File: src/rtl/mealy_pkg.sv
// Shared definitions for the table-driven Mealy automaton: entry layout and address packing.
package mealy_pkg;

  // Entry layout, MSB to LSB: {upd, out[out_w-1:0], next[sw-1:0]}.
  localparam int unsigned UpdW = 1;

  // Total entry width for a given state width and output width.
  function automatic int unsigned entry_width(input int unsigned sw, input int unsigned out_w);
    return UpdW + out_w + sw;
  endfunction

  // Bit position of the out field's LSB inside an entry.
  function automatic int unsigned out_lsb(input int unsigned sw);
    return sw;
  endfunction

  // Bit position of the upd flag inside an entry.
  function automatic int unsigned upd_bit(input int unsigned sw, input int unsigned out_w);
    return sw + out_w;
  endfunction

  // Table address {state, sym}; the caller truncates to its address width.
  function automatic logic [31:0] pack_addr(input logic [31:0] st, input logic [31:0] sym,
                                            input int unsigned in_w);
    return (st << in_w) | sym;
  endfunction

endpackage

File: src/rtl/mealy_trans_table.sv
// Transition table: entry storage with per-entry valid bits, one write port with range check,
// one asynchronous read port.
module mealy_trans_table
  import mealy_pkg::*;
#(
  parameter int unsigned N_STATES = 4,
  parameter int unsigned IN_W     = 2,
  parameter int unsigned OUT_W    = 2,
  localparam int unsigned SW      = $clog2(N_STATES),
  localparam int unsigned AW      = SW + IN_W
) (
  input  logic             clk,
  input  logic             reset,
  input  logic             we,
  input  logic [AW-1:0]    waddr,
  input  logic [SW-1:0]    wnext,
  input  logic [OUT_W-1:0] wout,
  input  logic             wupd,
  output logic             err,
  input  logic [AW-1:0]    raddr,
  output logic [SW-1:0]    rnext,
  output logic [OUT_W-1:0] rout,
  output logic             rupd,
  output logic             rvalid
);

  localparam int unsigned Depth  = 2 ** AW;
  localparam int unsigned EntryW = entry_width(SW, OUT_W);
  localparam int unsigned OutLsb = out_lsb(SW);
  localparam int unsigned UpdBit = upd_bit(SW, OUT_W);

  logic [EntryW-1:0] mem [Depth];
  logic [Depth-1:0]  valid_q;
  logic              bad_range;
  logic              wr_ok;
  logic              err_q;
  logic [EntryW-1:0] rd_entry;

  // Reject writes that name a nonexistent state, either as source or as destination.
  always_comb begin
    bad_range = (32'(wnext) >= N_STATES) || (32'(waddr[AW-1:IN_W]) >= N_STATES);
    wr_ok     = we && !bad_range;
  end

  // Payload storage: never reset, only valid bits decide whether an entry is usable.
  always_ff @(posedge clk) begin
    if (!reset && wr_ok) begin
      mem[waddr] <= {wupd, wout, wnext};
    end
  end

  // Valid bits and the reject pulse; reset empties the table logically.
  always_ff @(posedge clk) begin
    if (reset) begin
      valid_q <= '0;
      err_q   <= 1'b0;
    end else begin
      err_q <= we && bad_range;
      if (wr_ok) begin
        valid_q[waddr] <= 1'b1;
      end
    end
  end

  // Asynchronous read returns pre-edge contents, so a same-cycle write is seen by the next step.
  always_comb begin
    rd_entry = mem[raddr];
    rnext    = rd_entry[SW-1:0];
    rout     = rd_entry[OutLsb +: OUT_W];
    rupd     = rd_entry[UpdBit];
    rvalid   = valid_q[raddr];
    err      = err_q;
  end

endmodule

File: src/rtl/mealy_table_fsm.sv
// Run-time programmable Mealy automaton: state/output registers stepped through a loadable
// transition table, with recovery from illegal state encodings.
module mealy_table_fsm
  import mealy_pkg::*;
#(
  parameter int unsigned N_STATES    = 4,
  parameter int unsigned IN_W        = 2,
  parameter int unsigned OUT_W       = 2,
  parameter int unsigned RESET_STATE = 0,
  parameter int unsigned RESET_OUT   = 0,
  parameter int unsigned DEFAULT_OUT = 0,
  localparam int unsigned SW         = $clog2(N_STATES),
  localparam int unsigned AW         = SW + IN_W
) (
  input  logic             clk,
  input  logic             reset,
  input  logic             in_valid,
  input  logic [IN_W-1:0]  in_sym,
  output logic [OUT_W-1:0] out_sym,
  output logic             out_upd,
  output logic [SW-1:0]    state,
  input  logic             cfg_we,
  input  logic [AW-1:0]    cfg_addr,
  input  logic [SW-1:0]    cfg_next,
  input  logic [OUT_W-1:0] cfg_out,
  input  logic             cfg_upd,
  output logic             cfg_err,
  output logic             fault
);

  logic [SW-1:0]    state_q, state_d;
  logic [OUT_W-1:0] out_q, out_d;
  logic             upd_q, upd_d;
  logic             fault_q, fault_d;
  logic [AW-1:0]    rd_addr;
  logic [SW-1:0]    e_next;
  logic [OUT_W-1:0] e_out;
  logic             e_upd;
  logic             e_valid;
  logic             illegal;

  assign rd_addr = AW'(pack_addr(32'(state_q), 32'(in_sym), IN_W));

  mealy_trans_table #(
    .N_STATES(N_STATES),
    .IN_W    (IN_W),
    .OUT_W   (OUT_W)
  ) u_table (
    .clk   (clk),
    .reset (reset),
    .we    (cfg_we),
    .waddr (cfg_addr),
    .wnext (cfg_next),
    .wout  (cfg_out),
    .wupd  (cfg_upd),
    .err   (cfg_err),
    .raddr (rd_addr),
    .rnext (e_next),
    .rout  (e_out),
    .rupd  (e_upd),
    .rvalid(e_valid)
  );

  // Next-state/output: recovery wins over stepping; unprogrammed entries hold everything.
  always_comb begin
    state_d = state_q;
    out_d   = out_q;
    upd_d   = 1'b0;
    fault_d = 1'b0;
    illegal = (32'(state_q) >= N_STATES);
    if (illegal) begin
      state_d = SW'(RESET_STATE);
      out_d   = OUT_W'(DEFAULT_OUT);
      fault_d = 1'b1;
    end else if (in_valid && e_valid) begin
      state_d = e_next;
      if (e_upd) begin
        out_d = e_out;
        upd_d = 1'b1;
      end
    end
  end

  // State and output registers with synchronous reset.
  always_ff @(posedge clk) begin
    if (reset) begin
      state_q <= SW'(RESET_STATE);
      out_q   <= OUT_W'(RESET_OUT);
      upd_q   <= 1'b0;
      fault_q <= 1'b0;
    end else begin
      state_q <= state_d;
      out_q   <= out_d;
      upd_q   <= upd_d;
      fault_q <= fault_d;
    end
  end

  assign state   = state_q;
  assign out_sym = out_q;
  assign out_upd = upd_q;
  assign fault   = fault_q;

endmodule
File: config.mk
export PLATFORM = sky130hd
export DESIGN_NAME = mealy_table_fsm
export DESIGN_NICKNAME = d
export VERILOG_FILES = /design/src/rtl/mealy_pkg.sv /design/src/rtl/mealy_trans_table.sv /design/src/rtl/mealy_table_fsm.sv
export SDC_FILE = /design/constraint.sdc
export NUM_CORES = 1
export LEC_CHECK = 0
export ABC_AREA = 1
export CAP_MARGIN = 20
export CORE_MARGIN = 2
export CORE_UTILIZATION = 50
export DETAILED_ROUTE_END_ITERATION = 7
export PLACE_DENSITY = 0.68
export SETUP_SLACK_MARGIN = 0.3
export SYNTH_ARGS = -nofsm -noshare
export SYNTH_HDL_FRONTEND = slang
export SYNTH_SLANG_ARGS = --single-unit
export TNS_END_PERCENT = 5
File: constraint.sdc
create_clock -name clk -period 1.5 [get_ports clk]
set_input_delay 0.225 -clock clk [delete_from_list [all_inputs] [get_ports clk]]
set_output_delay 0.225 -clock clk [all_outputs]
set_load 0.05 [all_outputs]
**Yosys cells after proc, flatten, opt, wreduce, memory -nomap -nowiden**

Memories as Yosys holds them, arrays and structs flattened.
Cells that the tools add are included.

- Bitwise logic cells: 3
- Reductions and logical operators: 6
- Multiplexer cells: 7
- $lt $le $gt $ge: 3

Operators with widths:

| cell | count |
|---|---|
| $or 16x16->16 | 1 |
| $lt 4x5->1 const B | 2 |
| $mux 1 | 5 |
| $bmux 1 s4 | 1 |
| $demux 1 s4 | 1 |
| $ge 4x1->1 const B | 1 |
| $or 4x2->4 | 1 |
| $logic_and 1x1->1 | 3 |
| $reduce_and 2->1 | 1 |
| $reduce_or 2->1 | 1 |
| $logic_not 1->1 | 1 |
| $not 1->1 | 1 |

- Register bits after elaboration: 21
- Memories: 1
- Bits of input ports: 15
- Output and inout bits: 7
- Bits in writable memories: 80
- Word-level logic and storage cells: 24

Memory list:

| memory | words | width | rd ports | clocked after memory_dff | write ports | line | text |
|---|---|---|---|---|---|---|---|
| u_table.mem | 16 | 5 | 1 | 0 | 1 | mealy_trans_table.sv:32 | `logic [EntryW-1:0] mem [Depth];` |

**Logic depth before layout (Yosys ltp)**

- Depth after elaboration: 6
- Depth in mapped cells: 13
- Mapped depth without buffers: 11

**Modules after synthesis**

From an unflattened synthesis, not the netlist that was laid out.

- Cell total of the unflattened synthesis: 467
- Area, all modules: 4,381.7 sq um

Modules (own cells, without submodules):

| module | times used | cells each | sequential area each (sq um) | area each (sq um) |
|---|---|---|---|---|
| mealy_trans_table | 1 | 439 | 2,722.6 | 4,182.8 |
| mealy_table_fsm | 1 | 28 | 100.1 | 198.9 |

**Least setup slack after synthesis**

No wires, ideal clock.

- Kind: flip-flop to flip-flop
- From: reg state_q[1] (netlist: state[1])
- To: reg state_q[0] (netlist: state[0])
- Clock period less this slack: 1.581 ns
- Buffers on the path: 1
- Setup slack: -0.081 ns
- Arrival: 1.449 ns
- Cell stages (with the launch flop): 9
- Library setup time: 0.132 ns
- Cell sequence: dfxtp_1 > clkbuf_1 > inv_1 > nand3_1 > nand2_2 > nand2_2 > clkinv_1 > nand2_1 > a21oi_2

- Longest elaborated chain between the ends: 4
- Elaborated cells between the ends (all ways): 5

Ends and longest elaborated chain:

| item | line | text |
|---|---|---|
| from (decl) | mealy_table_fsm.sv:31 | `logic [SW-1:0] state_q, state_d;` |
| from (signal assigned) | mealy_table_fsm.sv:87 | `state_q <= SW'(RESET_STATE);` |
| from (signal assigned) | mealy_table_fsm.sv:92 | `state_q <= state_d;` |
| $or 4x2->4 * | mealy_pkg.sv:25 | `return (st << in_w) \| sym;` |
| $bmux 1 s4 | mealy_trans_table.sv:71 | `rvalid = valid_q[raddr];` |
| $mux 1 (not written as such) | mealy_trans_table.sv:71 |  |
| $logic_and 1x1->1 | mealy_table_fsm.sv:75 | `end else if (in_valid && e_valid) begin` |

Every way passes the cells marked *; elsewhere a longest branch is shown, timed or not. The select of a mux whose other input is x is not followed.
A chain may end at the register's enable or synchronous reset.

**Final worst setup path**

- From: in reset
- To: mem u_table.mem[12][0] (netlist name) (enable)

- Longest elaborated chain between the ends: 4

Ends and longest elaborated chain:

| item | line | text |
|---|---|---|
| from (decl) | mealy_table_fsm.sv:16 | `input logic reset,` |
| $logic_not 1->1 | mealy_trans_table.sv:47 | `if (!reset && wr_ok) begin` |
| $logic_and 1x1->1 | mealy_trans_table.sv:47 |  |
| $mux 1 | mealy_trans_table.sv:47 |  |
| $mux 1 (not written as such) | mealy_trans_table.sv:48 | `mem[waddr] <= {wupd, wout, wnext};` |
| to (decl) | mealy_trans_table.sv:32 |  |

Every way passes these cells.

==> summary.txt <==
Drt
  • DR WL/cell: 16.9 um
  • DRT Pass-1 Iters: 4
  • DR DRC count: 0
  • Final WL: about 9.6 mm
  • DR WL met2: 4.78 mm
  • Highest metal used: met4
  • Initial DRC Count: 226
  • Vias: 3073
  • Wire length on met3: 609 um
  • Met1 wire length: 4.08 mm
  • Vias per cell: 5.41
  • Antenna Nets Post-Route: 0

Worst setup path
  • Most common cell on crit path: buf_6
  • CP Cell Sequence: clkdlybuf4s50_1 -> nor2_4 -> nand3b_1 -> buf_6 -> nor2_2 -> buf_6
  • Critical Path Stages: 6
  • WP data required: 1.59 ns
  • CP max stage cell: clkdlybuf4s50_1
  • Worst r2r path cells: 8
  • CP endpoint kind: flop
  • Critical path class: in -> reg
  • Kind of cell adding the most delay to the critical path: buffers and inverters
  • Worst endpoint data arrival time: 1.39 ns
  • Crit start category: primary input
  • Critical path's largest stage delay: 0.46 ns
  • Max Fanout on Critical Path: 5
  • CP bufs+invs: 3

STA
  • Final setup margin: 0.202 ns
  • Tmin final: 1.30 ns
  • Final setup fails: 0
  • Final Hold Vio Count: 0
  • Pins over their slew limit: 0
  • RSZ-0062 raised after global routing: yes
  • Fin Clk Skew: roughly 0.018 ns
  • F_max: 770 MHz
  • Fin crit share: 86.6%

GRT
  • Vias in the first global route: 3023
  • First-pass GRT wire length: 15.4 mm
  • Largest net degree at the start of global routing: 26
  • Gr ovfl total: 0
  • GRT Util Overall: 22.9%
  • Initial antenna violation count: 0

Hold path
  • Worst min path class: reg -> reg
  • Hold depth: 2

CTS
  • CTS Root Cell: clkbuf_8
  • Cts bufs inserted: 9
  • Clock slew at reported path FFs: 0.11 ns
  • CTS tree: yes
  • Clock Sinks: 101
  • Worst-case clock buffer depth: 2
  • Post-CTS Hold Fix Bufs: 0
  • Max H-tree Level: 3
  • Clk_lat worst skew: 0.37 ns

Flow run
  • Max-Cap Viols: 0

Place
  • Place WS: -0.438 ns
  • Dpl hpwl: 6.24 mm
  • Placed insts: 546
  • IO Port Bufs: 19
  • Area after DPL: approximately 4800 um2
  • RD Place Congestion: 0.931

Power
  • Peak VDD IR: 0.729 mV
  • LEAKAGE: 1.94 nW
  • Power per Cell Area: 1020 nW/um2

Final layout
  • Final #Nets: 473
  • Layout fillers: 677
  • Area grow syn2layout: 21.4%
  • Design area: 5150 um2
  • # diodes: 0
  • Cell Count, Final, Fillers Out: between 500 and 600
  • Share of cells above drive strength 1: 22.5%

Floorplan
  • Core region area: 8220 um2
  • Site row count: 33
  • Initial Util: 51.6%
  • Die footprint: 9240 um2
  • I/O pin count: 22
  • Die X: 96.1 um
  • DIE HEIGHT: 96.1 um

Logic synthesis
  • Synth top area share: 56.6%
  • Synth unique cells: 22
  • Mapped Area: 4240 um2
  • Synth Area per Inst: 10.6 um2
  • YS warnings: 0
  • Leading area contributor after synthesis: edfxtp_1
  • Register area share after synthesis: 66.5%
  • Synth Instances: between 400 and 500
  • Number of synthesized register bits: 101
  • Largest cells by area after synthesis: edfxtp_1, dfxtp_1, nand2_1

Run status
  • Status: finished clean
## power breakdown
part / leakage, nW / total (W) / internal [W] / switching (W)
registers: 0.892 / 0.00308 / 0.00306 / 0.0000224
clock network: 0.0751 / 0.00155 / 0.000612 / 0.000943
logic: 0.973 / 0.000609 / 0.000232 / 0.000377
## cells in the final DEF, fill, tap and decap left out, types with 2 or more instances in the layout
master           synthesis  layout
o21ai_1                  7       7
nor2_4                   0       3
nor2_1                  63      51
inv_1                   38      35
o211ai_1                10      10
a21oi_2                  2       2
nand3_1                 42      36
nor2_2                   0       9
nand2_1                 68      65
inv_4                    2       2
edfxtp_1                80      80
clkbuf_8                 0       9
buf_12                   0       7
dfxtp_1                 21      19
buf_4                    7      38
inv_6                    0       2
clkdlybuf4s50_1          0      11
nand3_2                  0       6
dfxtp_4                  0       2
conb_1                   1       2
o22ai_1                 18      18
nand2_2                  2       4
inv_2                    0       2
clkinvlp_4               0       4
buf_6                    6       7
o21ai_0                 21      21
## logic make-up after synthesis
logic type	synth area share [%]
buf+inv	7.67
simple gates	17.4
other cells	0.0884
flops	66.5
compound gates	8.26
## what timing repair did
| action | CTS | global route |
|---|---|---|
| gates cloned | 1 | 0 |
| endpoints found under the setup margin | 86 | 97 |
| resized for setup | 32 | 10 |
| pin swaps | 3 | 4 |
| setup buffers | 4 | 1 |
## synth_stat cells (all sizes together)
master / instances
edfxtp: 80
nand2: 70
nor2: 63
nand3: 43
inv: 40
o21ai: 28
dfxtp: 21
buf: 20
o22ai: 18
o211ai: 10
a21oi: 3
clkbuf: 3
clkinv: 1
conb: 1
nand3b: 1
## final timing paths
kind | endpoint | slack, ns | startpoint
max reg2reg | state[1] | 0.27 | u_table.mem[0][1]
min | u_table.valid_q[7] | 0.49 | u_table.valid_q[7]
max | u_table.mem[12][0] | 0.20 | reset
min reg2reg | u_table.valid_q[7] | 0.49 | u_table.valid_q[7]
## routing by layer
metal / GRT usage [%] / vias to the layer above
li1: - / 1475
met1: 30.9 / 1488
met2: 37.7 / 96
met3: 4.31 / 14
met4: 7.38 / 0
met5: 0 / -
## stage by stage
step / TNS (ns) / power (W) / hold slack [ns] / utilization, %
after floorplan: 0 / 0.00349 / 0.324 / -
after global placement: -17.84 / 0.00370 / 0.464 / 58.6
after detailed placement: -23.59 / 0.00371 / 0.467 / 58.6
after CTS: 0 / 0.00526 / 0.483 / 62.2
after global routing: 0 / 0.00545 / 0.507 / 62.6
final: 0 / 0.00524 / 0.490 / 62.6
## worst reg2reg max path, delay by kind of cell (launching register included)
family / cells / cell delay, ns
and+or+nand+nor: 5 / 0.44
AOI/OAI and AO/OA: 3 / 0.29
DFF: 1 / 0.39
## sequential cells by signal (all words and copies together) (netlist names)
signal	flops
out_upd	1
state	2
out_sym	2
u_table.mem	80
u_table.valid_q	16
## final cells by class
| type | count | area (um2) | area share [%] |
|---|---|---|---|
| sequential | 101 | 2830 | 55.0 |
| multi-input combinational | 238 | 1180 | 23.0 |
| timing repair buffer | 67 | 661 | 12.8 |
| inverter | 41 | 165 | 3.21 |
| tap | 105 | 131 | 2.55 |
| clock buffer | 10 | 128 | 2.48 |
| clock inverter | 6 | 47.5 | 0.924 |
(Power assumes the default switching activity.)
